`src/rtl/simple_ram_pkg.sv`:
```
// Shared constants and types for the flop-based scratch RAM.
package simple_ram_pkg;
  localparam int DEF_DATA_WIDTH = 8;
  localparam int DEF_ADDR_WIDTH = 3;
  localparam int DEF_DEPTH      = 2 ** DEF_ADDR_WIDTH;

  typedef logic [DEF_DATA_WIDTH-1:0] data_t;
endpackage

```
`src/rtl/simple_ram_word_reg.sv`:
```
// One storage word: a load-enabled register with asynchronous clear.
module ram_word_reg
  import simple_ram_pkg::*;
#(
  parameter int WIDTH = DEF_DATA_WIDTH
) (
  input  logic             clk,
  input  logic             rst,
  input  logic             load,
  input  logic [WIDTH-1:0] d,
  output logic [WIDTH-1:0] q
);

  always_ff @(posedge clk or posedge rst) begin
    if (rst)
      q <= '0;
    else if (load)
      q <= d;
  end

endmodule

```
`src/rtl/simple_ram.sv`:
```
// Single-port flop RAM: shared address, write-first registered read, async clear.
module simple_ram
  import simple_ram_pkg::*;
#(
  parameter int DATA_WIDTH = DEF_DATA_WIDTH,
  parameter int ADDR_WIDTH = DEF_ADDR_WIDTH
) (
  input  logic                  clk,
  input  logic                  rst,
  input  logic                  we,
  input  logic [ADDR_WIDTH-1:0] addr,
  input  logic [DATA_WIDTH-1:0] data_in,
  output logic [DATA_WIDTH-1:0] data_out
);

  localparam int DEPTH = 2 ** ADDR_WIDTH;

  logic [DEPTH-1:0]      wr_sel;
  logic [DATA_WIDTH-1:0] words [DEPTH];
  logic [DATA_WIDTH-1:0] rd_word;

  always_comb begin
    wr_sel = '0;
    if (we)
      wr_sel[addr] = 1'b1;
  end

  for (genvar i = 0; i < DEPTH; i++) begin : g_word
    ram_word_reg #(
      .WIDTH(DATA_WIDTH)
    ) u_word (
      .clk (clk),
      .rst (rst),
      .load(wr_sel[i]),
      .d   (data_in),
      .q   (words[i])
    );
  end

  assign rd_word = words[addr];

  // Write-first: a write returns the incoming data rather than the old word.
  always_ff @(posedge clk or posedge rst) begin
    if (rst)
      data_out <= '0;
    else if (we)
      data_out <= data_in;
    else
      data_out <= rd_word;
  end

endmodule

```
`config.mk`:
```
export PLATFORM = sky130hd
export DESIGN_NAME = simple_ram
export DESIGN_NICKNAME = d
export VERILOG_FILES = /design/src/rtl/simple_ram_pkg.sv /design/src/rtl/simple_ram_word_reg.sv /design/src/rtl/simple_ram.sv
export SDC_FILE = /design/constraint.sdc
export NUM_CORES = 1
export LEC_CHECK = 0
export BUFFER_PORTS_ARGS = -buffer_cell sky130_fd_sc_hd__buf_2
export CAP_MARGIN = 20
export CORE_MARGIN = 4
export CORE_UTILIZATION = 60
export DETAILED_ROUTE_END_ITERATION = 12
export PLACE_DENSITY_LB_ADDON = 0.3
export REMOVE_ABC_BUFFERS = 1
export SLEW_MARGIN = 5
export SYNTH_ARGS = -nofsm -noshare
export SYNTH_HDL_FRONTEND = slang
export SYNTH_SLANG_ARGS = --single-unit
```
`constraint.sdc`:
```
create_clock -name clk -period 4.5 [get_ports clk]
set_input_delay 0.225 -clock clk [delete_from_list [all_inputs] [get_ports clk]]
set_output_delay 0.225 -clock clk [all_outputs]
set_load 0.005 [all_outputs]
```
==> flow_metrics.tcl, run 1 <==
set metrics [dict create \
    rows 26 \
    start_util_pct 63.7 \
    cts_buffers 9 \
    critPathLaunchType "primary input" \
    core_area_um2 5270 \
    violations "hold timing" \
    ff2ff_setup_slack_ns 3.06 \
    cts_tree "done" \
    wl_per_cell_um 19.2 \
    grt_max_degree 41 \
    finClkSkew_ns 0.00813 \
    cap_viol_max_count 0 \
    fin_area_um2 3700 \
    placed_area_um2 3430 \
    critical_path_arrival_ns 2.03 \
    grt_pass1_vias 2153 \
    drt_iter0_markers 100 \
    dr.pass1.iters 4 \
    end_kind "flop" \
    worstPathMaxFanout 22 \
    holdWs_ns -0.0169 \
    cts.sinks 72 \
    postLayoutCoreUtil_pct 70.3 \
    power.density_nw_per_um2 486 \
    areaGrowthSynthToFinish_pct 10.3 \
    timing.rr.start "g_word[2].u_word.q[1]" \
    via_count 2051 \
    synth_top_area_share_pct 53.7 \
    max_freq_mhz 554 \
    die_x_um 82.8 \
    pre_cts_ws_ns 2.33 \
    final_common_cell "dfrtp_1" \
    synth_cell_types 34 \
    yosysTopAreaCell "dfrtp_1" \
    ys_seq_area_share_pct 53.7 \
    hold_buffers 0 \
    ys_ff_latch 72 \
    setup_viol 0 \
    ir_drop_uv 282 \
    fin_tns_setup_ns 0 \
    postCtsSetupBuffers 0 \
    min_period_ns 1.81 \
    path_clk_slew_ns 0.08 \
    clockRootBuffer "clkbuf_8" \
    cp.required_ns 4.72 \
    final_cell_mix "dfrtp_1 (72), mux2_2 (60), buf_2 (21)" \
    yosysWarnings 0 \
    post_synth_inst_count 254 \
    syn_avg_cell_area_um2 13.2 \
    dp_hpwl_mm 4.07 \
    grt_first_pass_wirelength_mm 10.9 \
    fillCellCount 373 \
    gp_congestion 0.829 \
    nets 285 \
    max-clock-path-buffers 2 \
    worstMarginPinSlew_ns 0.699 \
    synthTopCellsByArea "dfrtp_1 (54%), mux2_2 (20%), mux2i_1 (3.0%)" \
    r2r_cells 4 \
    htree_levels 3 \
    overflow 0 \
    vias_per_cell 5.93 \
    ant_nets 0 \
    die_y_um 82.8 \
    crit_type "in2reg" \
    worstSkewPairLatency_ns 0.34 \
    timing.final.crit_share_pct 40.1 \
    finalMaxSlewViolations 0 \
    syn-cell-area_um2 3360 \
    antenna_cells 0 \
    drive_gt1_share_pct 40.2 \
    hp-class "in2async" \
    setup_slack_ns 2.69 \
    die-area_um2 6860 \
    rsz0062_at_grt "false" \
    cts_resized 0 \
    power.leakage_nw 1.65 \
    grt_usage_pct 20.4 \
    status "finished with violations" \
    drcViolationCount 0 \
    antenna_found_initial 0 \
    reg2reg_to "data_out[1]" \
    io_buffers 21 \
    hold_viol 22 \
    ios 22 \
    routed_wl_mm 6.63 \
    slew_headroom_pct 53.3 \
]
[sequential cells by signal, summed over array words and instances (netlist names)]
name	flops
data_out	8
g_word.u_word.q	64
[logic make-up (layout without fill, tap and decap cells)]
| group | count (synthesis) | after routing | synth area share (%) |
|---|---|---|---|
| compound gates | 41 | 41 | 7.79 |
| flops | 72 | 72 | 53.7 |
| simple gates | 44 | 44 | 7.79 |
| mux | 76 | 76 | 26.5 |
| buf+inv | 21 | 43 | 4.29 |
[critical path: stages]
cell and delay [ns]:
buf_2 0.52, and2_1 0.47, nand2b_1 0.41, mux2_2 0.40
[cells in the mapped netlist, drive strengths merged]
| cell type | instances |
|---|---|
| nand2 | 17 |
| and2b | 1 |
| a21oi | 6 |
| nor3 | 3 |
| nor3b | 1 |
| and2 | 1 |
| dfrtp | 72 |
| o2bb2ai | 1 |
| nor2 | 3 |
| inv | 5 |
| and3 | 1 |
| buf | 14 |
| clkbuf | 2 |
| nand2b | 4 |
| a22oi | 7 |
| o21a | 2 |
| nor2b | 5 |
| mux2i | 10 |
| mux4 | 2 |
| a31oi | 1 |
| o221ai | 2 |
| o22ai | 2 |
| nand3 | 8 |
| mux2 | 64 |
| o21ai | 15 |
| a32oi | 4 |
| o31a | 1 |
[final cells by class]
type / instances / area, um^2 / area share [%]
multi-input combinational: 161 / 1410 / 38.1
tap: 70 / 87.6 / 2.37
clock inverter: 6 / 130 / 3.51
timing repair buffer: 22 / 113 / 3.04
sequential: 72 / 1800 / 48.7
inverter: 5 / 21.3 / 0.575
clock buffer: 10 / 138 / 3.72
[worst max-delay path by stage]
stage | startpoint | to | slack, ns | depth (start not counted)
finish | addr[1] | g_word[6].u_word.q[5] | 2.69 | 4
global route | addr[1] | g_word[6].u_word.q[1] | 2.63 | 4
CTS | addr[1] | g_word[6].u_word.q[5] | 2.71 | 4
detailed placement | addr[1] | g_word[6].u_word.q[5] | 2.33 | 4
global placement | addr[1] | g_word[6].u_word.q[1] | 2.37 | 4
floorplan | rst | data_out[0] | 2.45 | 1
[power by group]
part           total (mW)  internal [mW]  leakage [nW]  switching, mW
logic               0.278          0.159         0.640          0.120
clock network       0.675          0.438         0.136          0.237
registers           0.844          0.780         0.870         0.0648
total                1.80           1.38          1.65          0.422
[metal layers]
layer | share of wire (%) | up-vias | GRT usage (%)
met1 | 47 | 1032 | 28.0
li1 | - | 957 | -
met2 | 47 | 45 | 31.7
met4 | 2.2 | 0 | 7.43
met5 | 0 | - | 0
met3 | 3.4 | 17 | 4.85
[metrics by stage]
stage	total power [mW]	instances	hold slack, ns
after floorplan	1.04	238	0.304
after global placement	1.12	330	0.372
after detailed placement	1.14	330	0.378
after CTS	1.81	346	0.000859
after global routing	1.89	346	0.0405
final	1.80	346	-0.0169
(Power assumes the default switching activity.)
==> run 2: changes to the inputs <==
==> constraint.sdc (replaced) <==
create_clock -name clk -period 1.7 [get_ports clk]
set_input_delay 0.085 -clock clk [delete_from_list [all_inputs] [get_ports clk]]
set_output_delay 0.085 -clock clk [all_outputs]
set_load 0.005 [all_outputs]
==> run 2 against run 1 <==
  * The flow now finishes without violations
  * Clock power grew 85%
  * Largest power group unchanged
  * Highest routed layer unchanged
  * Register-to-register slack lost 2.8 ns
  * Clock-buffer cell count grew 4
  * Largest cell class unchanged
==> flow_metrics.tcl, run 2 (synthesized netlist as in run 1, its figures left out) <==
set metrics [dict create \
    status "completed" \
    areaGrowthSynthToFinish_pct 13.3 \
    end_kind "flop" \
    final_common_cell "dfrtp_1" \
    hold_depth 2 \
    cp.required_ns 1.92 \
    vias_per_cell 5.98 \
    antenna_found_initial 0 \
    reg2reg_to "data_out[1]" \
    rows 26 \
    dp_hpwl_mm 4.69 \
    hold_viol 0 \
    ant_nets 0 \
    worstPathMaxFanout 2 \
    wl_per_cell_um 18.3 \
    die_x_um 82.8 \
    crit_type "reg2reg" \
    via_count 2193 \
    power.density_nw_per_um2 1120 \
    hp-class "in2reg" \
    finClkSkew_ns 0.0108 \
    grt_first_pass_wirelength_mm 11.3 \
    drcViolationCount 0 \
    die-area_um2 6860 \
    hold_buffers 1 \
    path_clk_slew_ns 0.07 \
    cts.sinks 72 \
    holdWs_ns 0.0345 \
    gp_congestion 0.778 \
    r2r_cells 4 \
    max-clock-path-buffers 2 \
    start_util_pct 63.7 \
    io_buffers 21 \
    reg.largest.list "g_word.u_word.q x64, data_out x8" \
    cts_buffers 9 \
    core_area_um2 5270 \
    final_cell_mix "dfrtp_1 (72), mux2_2 (60), buf_2 (21)" \
    largest_reg_flops 64 \
    timing.rr.start "g_word[2].u_word.q[1]" \
    worstHoldEndpoint "g_word[1].u_word.q[3]" \
    worstMarginPinSlew_ns 0.505 \
    power.leakage_nw 1.71 \
    timing.final.crit_share_pct 83.9 \
    use_met2_pct 31.9 \
    critical_path_arrival_ns 1.65 \
    antenna_cells 0 \
    cts_tree "done" \
    htree_levels 3 \
    top_register "g_word.u_word.q" \
    min_period_ns 1.43 \
    drive_gt1_share_pct 43.4 \
    finalMaxSlewViolations 0 \
    cap_viol_max_count 0 \
    routed_wl_mm 6.71 \
    ios 22 \
    grt_pass1_vias 2266 \
    ir_drop_uv 690 \
    max_freq_mhz 702 \
    postLayoutCoreUtil_pct 72.2 \
    grt-busiest-layer "met2" \
    setup_viol 0 \
    worstHoldStart "data_in[3]" \
    slew_headroom_pct 66.3 \
    grtUsageMet3_pct 4.55 \
    critPathLaunchType "flop" \
    clockRootBuffer "clkbuf_8" \
    cts_resized 0 \
    die_y_um 82.8 \
    drt_iter0_markers 133 \
    dr.pass1.iters 6 \
    grt_max_degree 32 \
    nets 306 \
    worstSkewPairLatency_ns 0.34 \
    rsz0062_at_grt "false" \
    met1_usage_pct 28.6 \
    grt_usage_pct 21.0 \
    postCtsSetupBuffers 0 \
    ff2ff_setup_slack_ns 0.27 \
    overflow 0 \
]
## run 2: changes by cell type in the layout (fill, tap and decap cells not counted), sizes merged
cell	change
buf	+20
bufinv	-4
clkbuf	+4
clkinv	-1
clkinvlp	+1
dlygate4sd3	+1
## run 2: worst max path at each step
stage | from | slack [ns] | end | depth (start not counted)
floorplan | rst | -0.21 | data_out[0] | 1
global placement | addr[1] | 0.22 | g_word[4].u_word.q[0] | 5
detailed placement | addr[2] | 0.19 | data_out[2] | 6
CTS | g_word[2].u_word.q[1] | 0.28 | data_out[1] | 4
global route | g_word[2].u_word.q[1] | 0.21 | data_out[1] | 4
finish | g_word[2].u_word.q[1] | 0.27 | data_out[1] | 4
## run 2: final cells by class
| type | count | area (um^2) |
|---|---|---|
| inverters | 5 | 21.3 |
| repair buffers | 43 | 298 |
| well taps | 70 | 87.6 |
| clock inverters | 2 | 12.5 |
| multi-input cells | 161 | 1410 |
| flip-flops and latches | 72 | 1800 |
| fillers | 356 | 1470 |
| clock buffers | 14 | 173 |
## run 2: worst max-delay path: stages, from the launching register on
cell and delay [ns]:
dfrtp_1 0.38, mux4_1 0.49, nor2_1 0.11, a31oi_1 0.05
mux2_2 0.28
## run 2: report_power, final
part / leakage, nW / internal, mW / switching [mW]
sequential: 0.870 / 2.06 / 0.172
combinational: 0.752 / 0.450 / 0.322
clock: 0.0927 / 0.649 / 0.601
total: 1.71 / 3.16 / 1.10
## run 2: metrics by stage
stage	setup WS [ns]	power [mW]	instances	cell area, um^2	TNS, ns
floorplan	-0.210	2.76	238	3230	-15.11
global placement	0.218	3.00	350	3610	0
detailed placement	0.193	3.05	350	3610	0
CTS	0.276	4.29	367	3800	0
global route	0.214	4.49	367	3800	0
finish	0.275	4.26	367	3800	0
## run 2: metal layers
layer | routed length [um] | up-vias | part of all wire, %
met4 | 206 | 0 | 3.1
met3 | 409 | 21 | 6.1
met1 | 2980 | 1102 | 44
met2 | 3110 | 76 | 46
li1 | - | 994 | -
met5 | 0 | - | 0
==> run 3: changes to the inputs <==
--- a/config.mk
+++ b/config.mk
@@ -8,7 +8,7 @@
 export BUFFER_PORTS_ARGS = -buffer_cell sky130_fd_sc_hd__buf_2
 export CAP_MARGIN = 20
 export CORE_MARGIN = 4
-export CORE_UTILIZATION = 60
+export CORE_UTILIZATION = 54
 export DETAILED_ROUTE_END_ITERATION = 12
 export PLACE_DENSITY_LB_ADDON = 0.3
 export REMOVE_ABC_BUFFERS = 1
==> constraint.sdc (replaced) <==
create_clock -name clk -period 1.3 [get_ports clk]
set_input_delay 0.065 -clock clk [delete_from_list [all_inputs] [get_ports clk]]
set_output_delay 0.065 -clock clk [all_outputs]
set_load 0.005 [all_outputs]
==> run 3 against run 2 <==
  * The run now ends with setup timing left
  * Clock skew decreased by 0.0040 ns
  * Combinational power increased by 46%
  * Sequential cell count unchanged
  * Sequential share of layout area decreased by 3.5 points
  * Routed wire length increased by 7.6%
  * Sequential power increased by 31%
  * Die area increased by 10%
  * Critical path type unchanged
  * Critical endpoint unchanged
  * Largest cell class unchanged
==> flow_metrics.tcl, run 3 (synthesized netlist as in run 1, its figures left out) <==
set metrics [dict create \
    cp.required_ns 1.54 \
    cap_viol_max_count 0 \
    power.leakage_nw 1.87 \
    worstPathMaxFanout 2 \
    max-clock-path-buffers 2 \
    ios 22 \
    min_period_ns 1.39 \
    top_register "g_word.u_word.q" \
    finClkSkew_ns 0.00681 \
    drive_gt1_share_pct 50.3 \
    grt_max_degree 73 \
    cts.sinks 72 \
    htree_levels 3 \
    largest_reg_flops 64 \
    cts_tree "done" \
    rows 28 \
    gp_congestion 0.815 \
    final_cells 395 \
    reg.largest.list "g_word.u_word.q x64, data_out x8" \
    r2r_cells 4 \
    die_x_um 86.8 \
    timing.final.crit_share_pct 107 \
    antenna_cells 0 \
    areaGrowthSynthToFinish_pct 22.3 \
    postLayoutCoreUtil_pct 68.5 \
    ff2ff_setup_slack_ns -0.09 \
    vias_per_cell 5.62 \
    slowest_delay_ns 0.48 \
    dr.pass1.iters 4 \
    grt_usage_pct 21.4 \
    cts_buffers 9 \
    worstHoldStart "data_in[7]" \
    ir_drop_uv 1100 \
    final_common_cell "dfrtp_1" \
    hold_viol 0 \
    timing.rr.start "g_word[6].u_word.q[1]" \
    start_util_pct 56.0 \
    grt_first_pass_wirelength_mm 12.0 \
    ant_nets 0 \
    wl_per_cell_um 18.3 \
    die_y_um 86.8 \
    setup_slack_ns -0.0866 \
    fillCellCount 429 \
    die-area_um2 7540 \
    critPathLaunchType "flop" \
    fin_tns_setup_ns -0.168 \
    setup_viol 3 \
    rsz0062_at_grt "true" \
    crit_type "reg2reg" \
    drt_iter0_markers 134 \
    crit_buf_inv 0 \
    grt_pass1_vias 2322 \
    status "finished with violations" \
    dp_hpwl_mm 4.95 \
    nets 329 \
    antenna_found_initial 0 \
    io_buffers 21 \
    crit_family "multiplexers" \
    finalMaxSlewViolations 0 \
    core_area_um2 5990 \
    dp_cells 372 \
    power.density_nw_per_um2 1560 \
    path_cells "mux4_2, nor2_2, a31oi_1, mux2_4" \
    worstSkewPairLatency_ns 0.35 \
    drcViolationCount 0 \
    violations "setup timing" \
    worstHoldEndpoint "data_out[7]" \
    slew_headroom_pct 74.6 \
    clockRootBuffer "clkbuf_8" \
    reg2reg_to "data_out[1]" \
    holdWs_ns 0.0626 \
    hp-class "in2reg" \
    worstMarginPinSlew_ns 0.381 \
    end_kind "flop" \
    hold_depth 3 \
    cp_slowest_cell "mux4_2" \
    via_count 2220 \
    path_clk_slew_ns 0.07 \
    final_cell_mix "dfrtp_1 (72), mux2_2 (57), buf_4 (40)" \
    critical_path_arrival_ns 1.63 \
    routed_wl_mm 7.22 \
    max_freq_mhz 721 \
    overflow 0 \
]
==> run 3: cell types whose count changed in the layout (fill, tap and decap cells not counted), moves of 3 or more <==
| cell | before | now |
|---|---|---|
| dlygate4sd3_1 | 1 | 4 |
| buf_4 | 19 | 40 |
| mux2_2 | 60 | 57 |
| mux2_4 | 4 | 7 |
| bufinv_16 | 0 | 4 |
==> run 3: layer usage <==
layer / share of wire, % / vias to the layer above / wire length [um] / GRT usage, %
met4: 1.7 / 0 / 122 / 9.63
met2: 48 / 31 / 3430 / 32.2
li1: - / 1041 / - / -
met1: 48 / 1136 / 3440 / 29.9
met3: 3.1 / 12 / 224 / 4.66
met5: 0 / - / 0 / 0
==> run 3: stage by stage <==
stage / area [um^2] / power [mW] / setup slack (ns)
after floorplan: 3230 / 3.61 / -0.590
after global placement: 3730 / 3.95 / -0.103
after detailed placement: 3730 / 4.01 / -0.136
after CTS: 4040 / 6.39 / -0.105
after global routing: 4110 / 6.70 / -0.119
final: 4110 / 6.41 / -0.0866
==> run 3: power breakdown <==
| part | switching (mW) | internal [mW] | total, mW |
|---|---|---|---|
| combinational | 0.462 | 0.668 | 1.13 |
| sequential | 0.233 | 2.70 | 2.93 |
| clock | 0.830 | 1.51 | 2.34 |
==> run 3: worst max-delay path by stage <==
stage                                 end  cells after the start             startpoint  slack (ns)
global placement    g_word[2].u_word.q[0]                      6                addr[1]       -0.10
CTS                           data_out[1]                      4  g_word[6].u_word.q[1]       -0.10
finish                        data_out[1]                      4  g_word[6].u_word.q[1]       -0.09
floorplan                     data_out[0]                      1                    rst       -0.59
global route                  data_out[1]                      4  g_word[6].u_word.q[1]       -0.12
detailed placement  g_word[2].u_word.q[2]                      6                addr[1]       -0.14
==> run 3: cell type report <==
| cell class | count | area (um^2) | share of cell area, % |
|---|---|---|---|
| sequential | 72 | 1800 | 43.9 |
| timing repair buffer | 66 | 465 | 11.3 |
| multi-input combinational | 161 | 1460 | 35.5 |
| inverter | 5 | 21.3 | 0.518 |
| clock buffer | 10 | 138 | 3.35 |
| tap | 75 | 93.8 | 2.29 |
| clock inverter | 6 | 130 | 3.17 |
==> run 3: what timing repair did <==
item | CTS | global route
gates resized for setup | 2 | 11
setup endpoints to repair | 4 | 4
hold buffers | 4 | 0
cloned | 0 | 0
pin swaps | 3 | 5
endpoints found under the hold margin | 79 | 0
buffers inserted | 1 | 2
==> run 3: worst min-delay path, cell delays in order <==
cell and delay, ns:
buf_2 0.15, nor2b_1 0.11, a21oi_1 0.05
